===== src/rtl/video_timing_ctrl.sv =====
// video_timing_ctrl: raster timing generator for the DVI datapath.
// Produces hsync/vsync/de, pixel coordinates, first-pixel pulses and a
// lead-time pixel request. A start/stop FSM parks the counters at the
// frame-end point so the sink only ever sees whole frames.
// Optional build macro VIDEO_TIMING_PATTERN_EN adds a 24-bit colour-bar
// output rgb_o aligned with de_o.
module video_timing_ctrl #(
  parameter int H_ACTIVE = 640,
  parameter int H_FP     = 16,
  parameter int H_SYNC   = 96,
  parameter int H_BP     = 48,
  parameter int V_ACTIVE = 480,
  parameter int V_FP     = 10,
  parameter int V_SYNC   = 2,
  parameter int V_BP     = 33,
  parameter bit SYNC_POL = 1'b0,
  parameter int REQ_LEAD = 2
) (
  input  logic                        clk_i,
  input  logic                        rst_i,
  input  logic                        enable_i,
  output logic                        busy_o,
  output logic                        hsync_o,
  output logic                        vsync_o,
  output logic                        de_o,
  output logic [$clog2(H_ACTIVE)-1:0] x_o,
  output logic [$clog2(V_ACTIVE)-1:0] y_o,
  output logic                        frame_start_o,
  output logic                        line_start_o,
  output logic                        req_o
`ifdef VIDEO_TIMING_PATTERN_EN
  ,
  output logic [23:0]                 rgb_o
`endif
);

  localparam int H_TOTAL = H_ACTIVE + H_FP + H_SYNC + H_BP;
  localparam int V_TOTAL = V_ACTIVE + V_FP + V_SYNC + V_BP;
  localparam int HW = $clog2(H_TOTAL);
  localparam int VW = $clog2(V_TOTAL);
  localparam int XW = $clog2(H_ACTIVE);
  localparam int YW = $clog2(V_ACTIVE);

  localparam logic [HW-1:0] H_LAST = HW'(H_TOTAL - 1);
  localparam logic [HW-1:0] H_PARK = HW'(H_TOTAL - REQ_LEAD - 1);
  localparam logic [HW-1:0] H_ACT  = HW'(H_ACTIVE);
  localparam logic [HW-1:0] HS_BEG = HW'(H_ACTIVE + H_FP);
  localparam logic [HW-1:0] HS_END = HW'(H_ACTIVE + H_FP + H_SYNC);
  localparam logic [VW-1:0] V_LAST = VW'(V_TOTAL - 1);
  localparam logic [VW-1:0] V_ACT  = VW'(V_ACTIVE);
  localparam logic [VW-1:0] VS_BEG = VW'(V_ACTIVE + V_FP);
  localparam logic [VW-1:0] VS_END = VW'(V_ACTIVE + V_FP + V_SYNC);

  typedef enum logic [1:0] {
    IDLE  = 2'd0,
    RUN   = 2'd1,
    DRAIN = 2'd2
  } state_t;

  state_t          state_reg, state_next;
  logic [HW-1:0]   h_cnt_reg, h_cnt_next;
  logic [VW-1:0]   v_cnt_reg, v_cnt_next;
  logic            at_park;
  logic            advance;
  logic            running;
  logic [HW:0]     h_sum;
  logic [HW-1:0]   h_ahead;
  logic [VW-1:0]   v_ahead;
  logic            de_next, hs_act, vs_act, req_next, fs_next, ls_next;

  assign at_park = (h_cnt_reg == H_PARK) && (v_cnt_reg == V_LAST);
  assign running = (state_reg != IDLE);

  // Next-state logic: stopping is only allowed at the frame-end park point.
  always_comb begin
    state_next = state_reg;
    case (state_reg)
      IDLE:    if (enable_i) state_next = RUN;
      RUN:     if (!enable_i) state_next = at_park ? IDLE : DRAIN;
      DRAIN: begin
        if (enable_i)     state_next = RUN;
        else if (at_park) state_next = IDLE;
      end
      default: state_next = IDLE;
    endcase
  end

  // Counters only move while the FSM stays active, so they freeze at the park point.
  assign advance = running && (state_next != IDLE);

  // Raster counter increment with line and frame wrap.
  always_comb begin
    h_cnt_next = h_cnt_reg;
    v_cnt_next = v_cnt_reg;
    if (advance) begin
      if (h_cnt_reg == H_LAST) begin
        h_cnt_next = '0;
        v_cnt_next = (v_cnt_reg == V_LAST) ? '0 : v_cnt_reg + VW'(1);
      end else begin
        h_cnt_next = h_cnt_reg + HW'(1);
      end
    end
  end

  // Position REQ_LEAD clocks ahead, wrapping into the next line or frame.
  always_comb begin
    h_sum   = {1'b0, h_cnt_reg} + (HW+1)'(REQ_LEAD);
    h_ahead = h_sum[HW-1:0];
    v_ahead = v_cnt_reg;
    if (h_sum > {1'b0, H_LAST}) begin
      h_ahead = HW'(h_sum - (HW+1)'(H_TOTAL));
      v_ahead = (v_cnt_reg == V_LAST) ? '0 : v_cnt_reg + VW'(1);
    end
  end

  // Decode the current counter position into output values; all inactive in IDLE.
  always_comb begin
    de_next  = running && (h_cnt_reg < H_ACT) && (v_cnt_reg < V_ACT);
    hs_act   = running && (h_cnt_reg >= HS_BEG) && (h_cnt_reg < HS_END);
    vs_act   = running && (v_cnt_reg >= VS_BEG) && (v_cnt_reg < VS_END);
    req_next = running && (h_ahead < H_ACT) && (v_ahead < V_ACT);
    fs_next  = running && (h_cnt_reg == '0) && (v_cnt_reg == '0);
    ls_next  = running && (h_cnt_reg == '0) && (v_cnt_reg < V_ACT);
  end

  // FSM state and raster counters.
  always_ff @(posedge clk_i) begin
    if (rst_i) begin
      state_reg <= IDLE;
      h_cnt_reg <= H_PARK;
      v_cnt_reg <= V_LAST;
    end else begin
      state_reg <= state_next;
      h_cnt_reg <= h_cnt_next;
      v_cnt_reg <= v_cnt_next;
    end
  end

  // Registered timing outputs, one clock behind the counter state.
  always_ff @(posedge clk_i) begin
    if (rst_i) begin
      busy_o        <= 1'b0;
      hsync_o       <= ~SYNC_POL;
      vsync_o       <= ~SYNC_POL;
      de_o          <= 1'b0;
      x_o           <= '0;
      y_o           <= '0;
      frame_start_o <= 1'b0;
      line_start_o  <= 1'b0;
      req_o         <= 1'b0;
    end else begin
      busy_o        <= (state_next != IDLE);
      hsync_o       <= hs_act ? SYNC_POL : ~SYNC_POL;
      vsync_o       <= vs_act ? SYNC_POL : ~SYNC_POL;
      de_o          <= de_next;
      x_o           <= running ? XW'(h_cnt_reg) : '0;
      y_o           <= running ? YW'(v_cnt_reg) : '0;
      frame_start_o <= fs_next;
      line_start_o  <= ls_next;
      req_o         <= req_next;
    end
  end

`ifdef VIDEO_TIMING_PATTERN_EN
  localparam int BAR_W = H_ACTIVE / 8;

  logic [2:0]  bar_idx;
  logic [23:0] bar_rgb;

  // Colour-bar lookup from the current column.
  always_comb begin
    bar_idx = 3'(h_cnt_reg / HW'(BAR_W));
    case (bar_idx)
      3'd0:    bar_rgb = 24'hFFFFFF;
      3'd1:    bar_rgb = 24'hFFFF00;
      3'd2:    bar_rgb = 24'h00FFFF;
      3'd3:    bar_rgb = 24'h00FF00;
      3'd4:    bar_rgb = 24'hFF00FF;
      3'd5:    bar_rgb = 24'hFF0000;
      3'd6:    bar_rgb = 24'h0000FF;
      default: bar_rgb = 24'h000000;
    endcase
  end

  // Pattern output registered alongside de_o, blanked outside active video.
  always_ff @(posedge clk_i) begin
    if (rst_i) rgb_o <= '0;
    else       rgb_o <= de_next ? bar_rgb : 24'h000000;
  end
`endif

endmodule


===== config.mk =====
export PLATFORM = sky130hd
export DESIGN_NAME = video_timing_ctrl
export DESIGN_NICKNAME = d
export VERILOG_FILES = /design/src/rtl/video_timing_ctrl.sv
export SDC_FILE = /design/constraint.sdc
export NUM_CORES = 1
export LEC_CHECK = 0
export CORE_AREA = 10 10 74 76
export CTS_BUF_LIST = sky130_fd_sc_hd__clkbuf_16
export DETAILED_ROUTE_END_ITERATION = 6
export DIE_AREA = 0 0 84 86
export PLACE_DENSITY = 0.82
export SLEW_MARGIN = 20
export SYNTH_ARGS = -nofsm -noshare
export SYNTH_HDL_FRONTEND = slang
export SYNTH_SLANG_ARGS = --single-unit

===== constraint.sdc =====
create_clock -name clk_i -period 5.75 [get_ports clk_i]
set_input_delay 0.575 -clock clk_i [delete_from_list [all_inputs] [get_ports clk_i]]
set_output_delay 0.575 -clock clk_i [all_outputs]
set_load 0.01 [all_outputs]

---- Yosys cells after proc, flatten, opt, wreduce, memory -nomap -nowiden ----
Cells that the tools add are included.
storage, ports and cells
  bits in registers ....................... 48
cells by class
  muxes and demuxes ....................... 12
  add/sub/neg operators ................... 4
  bitwise gates (word level) .............. 1
  reduce and logical (&&, ||, !) cells .... 20
  equal/unequal tests ..................... 5
  order comparisons ....................... 9
operator list
  cell                      number
  $mux W10                  4
  $eq A10 B10 Y1 const B    3
  $lt A10 B10 Y1 const B    3
  $lt A10 B9 Y1 const B     3
  $add A10 B1 Y10 const B   2
  $logic_not A10 Y1         2
  $logic_and A1 B1 Y1       13
  $add A10 B2 Y11 const B   1
  $gt A11 B10 Y1 const B    1
  $ge A10 B10 Y1 const B    1
  $ge A10 B9 Y1 const B     1
  $mux W2                   5
  $sub A10 B10 Y10 const B  1
  $pmux W2 S3               1
  $reduce_bool A2 Y1        2
  $eq A2 B1 Y1 const B      1
  $eq A2 B2 Y1 const B      1
  $logic_not A2 Y1          1
  $mux W1                   2
  $reduce_and A2 Y1         1
  $reduce_or A2 Y1          1
  $not A1 Y1                1

---- Depth between registers and ports, before layout ----
  depth in word-level cells ............... 8
  mapped depth ............................ 8
  gate-level depth less buffers ........... 8

---- Worst setup path before layout ----
No wires, ideal clock.
  path type ............................... register to register
  from .................................... register v_cnt_reg[5]
  to ...................................... register v_cnt_reg[9]
  path slack .............................. 3817 ps
  cell stages (with the launch flop) ...... 8
  required time ........................... 5644 ps
  arrival time ............................ 1827 ps
  library setup time ...................... 106 ps
  path buffers ............................ 2
  cells stage by stage .................... dfxtp_1 buf_6 or4_4 nor4_4 nand4b_4 buf_6 o21ai_0 o311ai_0
between the ends
  cells in the longest elaborated chain, start to end .. 8
  elaborated cells on any way between the ends .. 12
ends and longest elaborated chain
  element                            line    text
  start: declaration                 62      logic [VW-1:0] v_cnt_reg, v_cnt_next;
  start signal: assignment           135     v_cnt_reg <= v_cnt_next;
  $eq A10 B10 Y1                     71, 98
  $logic_and A1 B1 Y1                71      assign at_park = (h_cnt_reg == H_PARK) && (v_cnt_reg == V_LAST);
  $mux W2, on equally long branches  82, 79
  $mux W2, on equally long branches  81, 79
  $pmux W2 S3                        77      case (state_reg)
  $reduce_bool A2 Y1                 89      assign advance = running && (state_next != IDLE);
  $logic_and A1 B1 Y1                89
  $reduce_and A2 Y1 (no line)        n/a
Several ways; a longest one is shown, not always the timed one.
A chain may end at the register's enable or synchronous reset.

==> flow_metrics.env <==
export IMPL_synth_ff_type="dfxtp_1"
export IMPL_switching_share_pct=24.1
export IMPL_utilization_pct=68.8
export IMPL_seqPwrFrac_pct=45.6
export IMPL_synth_area_mm2=0.00231
export IMPL_setup_violations=0
export IMPL_ant_nets=0
export IMPL_finalHoldViolCount=0
export IMPL_synth_seq_cells=48
export IMPL_rr_worst_depth=7
export IMPL_r2r_start="h_cnt_reg[2]"
export IMPL_synth_area_per_cell_um2=9.10
export IMPL_ys_types=55
export IMPL_core_mm2=0.00397
export IMPL_hold_depth=1
export IMPL_io_pins=29
export IMPL_drtPass1Iterations=4
export IMPL_synth_edf_count=0
export IMPL_register_area_um2=961
export IMPL_die_w_um=84
export IMPL_synth_top_cell_area_share_pct=41.6
export IMPL_cellLeakagePower_nw=1.10
export IMPL_grt_pass1_vias=1791
export IMPL_ys_seq_area_share_pct=41.6
export IMPL_worstSetupPathType="in -> reg"
export IMPL_yosysMostFrequentCell="dfxtp_1"
export IMPL_port_buffers=28
export IMPL_dieArea_mm2=0.00722
export IMPL_tns_ps=0
export IMPL_ir_drop_mv=0.181
export IMPL_drive_above_1_share_pct=7.58
export IMPL_postCtsHoldBufs=0
export IMPL_vias=1867
export IMPL_fmax_mhz=426
export IMPL_finalCritPeriodShare_pct=40.8
export IMPL_drt_iter0_markers=256
export IMPL_ys_async_sr_fraction_pct=0
export IMPL_synth_cells=254
export IMPL_crit_path_end_kind="flop"
export IMPL_rsz0062_at_grt="false"
export IMPL_clock_power_share_pct=41.4
export IMPL_busiest_layer="met2"
export IMPL_reg2reg_setup_slack_ps=3460
export IMPL_status="complete, no violations"
export IMPL_nets=287
export IMPL_routed_wl_mm=5.03
export IMPL_crit_path_max_fanout=18
export IMPL_dpl_cell_area_mm2=0.00257
export IMPL_p_int_uw=588
export IMPL_viasPerCell=5.71
export IMPL_cts_tree="done"
export IMPL_clock_root_buffer="clkbuf_16"
export IMPL_hold_class="reg -> reg"
export IMPL_cts_setup_buffers=0
export IMPL_synth_area_leaders="dfxtp_1 42%, nor2_1 4.5%, ha_1 4.3%"
export IMPL_numCtsBuffers=5
export IMPL_synthToLayoutAreaGrowth_pct=18.2
export IMPL_synth_top_area_cell="dfxtp_1"
export IMPL_worstMarginPinSlew_ps=715
export IMPL_hp_start="v_cnt_reg[7]"
export IMPL_cp_startpoint="rst_i"
export IMPL_syn_nets=265
export IMPL_fin_skew_ps=3.04
export IMPL_required_ps=5970
export IMPL_overflow=0
export IMPL_relSlewSlack_pct=52.2
export IMPL_fin_cells=327
export IMPL_start_util_pct=58.2
export IMPL_gp_congestion=0.892
export IMPL_grt_pass1_wl_mm=8.53
export IMPL_met1_usage_pct=16.8
export IMPL_post_dp_hpwl_mm=3.61
export IMPL_routedWlPerCell_um=15.4
export IMPL_drv_slew=0
export IMPL_clock_latency_ps=290
export IMPL_grt_use_total_pct=14.2
export IMPL_cts_sinks=48
export IMPL_maxCapViolCount=0
export IMPL_drc=0
export IMPL_nFillCells=326
export IMPL_met3_usage_pct=6.24
export IMPL_cp_start_kind="input port"
export IMPL_cts_resized_gates=0
export IMPL_final_cell_area_mm2=0.00273
export IMPL_grt_use_met2_pct=21.8
export IMPL_combinationalPowerShare_pct=12.9
export IMPL_antenna_found_initial=0
export IMPL_die_h_um=86
export IMPL_n_antenna_cell=0
export IMPL_timing_final_ws_setup_ps=3400
export IMPL_dp_cells=319
export IMPL_num_rows=23
export IMPL_htree_levels=2
export IMPL_hold_slack_ps=543
export IMPL_path_clk_slew_ps=60
export IMPL_hold_end="y_o[7]"
export IMPL_ys_top_cells_by_count="48 x dfxtp_1, 28 x nor2_1, 15 x nand2_1, 14 x and2_1, 13 x nand3_1"
export IMPL_clock_path_buffers=2
export IMPL_grt_max_degree=19
export IMPL_multiInputGateArea_mm2=0.00123
export IMPL_fin_total_pwr_uw=775
export IMPL_r2r_end="h_cnt_reg[5]"
export IMPL_dpl_worst_slack_ps=3130
export IMPL_cp_arrival_ps=2570
export IMPL_power_density_mw_per_mm2=284
export IMPL_min_period_ps=2350
export IMPL_synth_warnings=0
export IMPL_p_switching_uw=187
==> placed cells by master, fill, tap and decap left out, drive strengths merged, types with 3 or more instances in the layout <==
cell / n
nand3b: 4
a31oi: 4
o31ai: 3
ha: 8
nor3: 10
inv: 8
a21oi: 7
xor2: 7
clkdlybuf4s50: 28
nor4b: 3
clkbuf: 5
nor2b: 3
mux2i: 3
xnor2: 6
nor2: 28
clkinv: 3
o21ai: 12
nand3: 13
or2: 3
dfxtp: 48
nand4: 4
nand2: 15
and2: 15
or3: 6
==> kinds of logic (layout without fill, tap and decap cells) <==
kind of cell	Yosys count	in the layout	synth area share, %
XOR/XNOR	13	13	4.93
AO/OA/AOI/OAI	42	42	11.9
adder cells (fa/ha/maj)	8	8	4.33
flip-flops	48	48	41.6
AND/OR/NAND/NOR	118	118	30.9
multiplexers	3	3	1.30
buffers and inverters	22	45	5.09
==> how the worst max path moves through the flow <==
| stage | to | cells past startpoint |
|---|---|---|
| 6_report | req_o | 5 |
| 5_1_grt | req_o | 5 |
| 4_1_cts | req_o | 5 |
| 3_5_place_dp | req_o | 5 |
| 3_3_place_gp | req_o | 5 |
| 2_1_floorplan | v_cnt_reg[9] | 7 |
==> critical path, stage by stage <==
cell,delay (ps)
clkdlybuf4s50_1,730
nor2_1,710
o311a_1,290
o2111ai_1,120
o22ai_1,140
==> layer usage <==
layer  wire [µm]  share of wire, %  vias up
li1            -                 -      934
met1        2290                46      866
met2        2230                44       56
met3         406               8.1       11
met4         102               2.0        0
met5           0                 0        -
==> power by group through the flow <==
| stage | Combinational [mW] | Sequential, mW | Clock (mW) |
|---|---|---|---|
| floorplan | 0.0755 | 0.358 | 0 |
| global placement | 0.0966 | 0.360 | 0 |
| detailed placement | 0.0989 | 0.361 | 0 |
| CTS | 0.100 | 0.353 | 0.327 |
| global route | 0.110 | 0.355 | 0.338 |
| finish | 0.100 | 0.354 | 0.321 |
==> cell type report <==
type                    instances  area share, %
multi-input cells             184           45.1
flip-flops and latches         48           35.2
repair buffers                 28           10.3
clock buffers                   5           4.58
well taps                      50           2.29
clock inverters                 3           1.37
inverters                       9           1.24
Power figures use the tool's default switching activity.
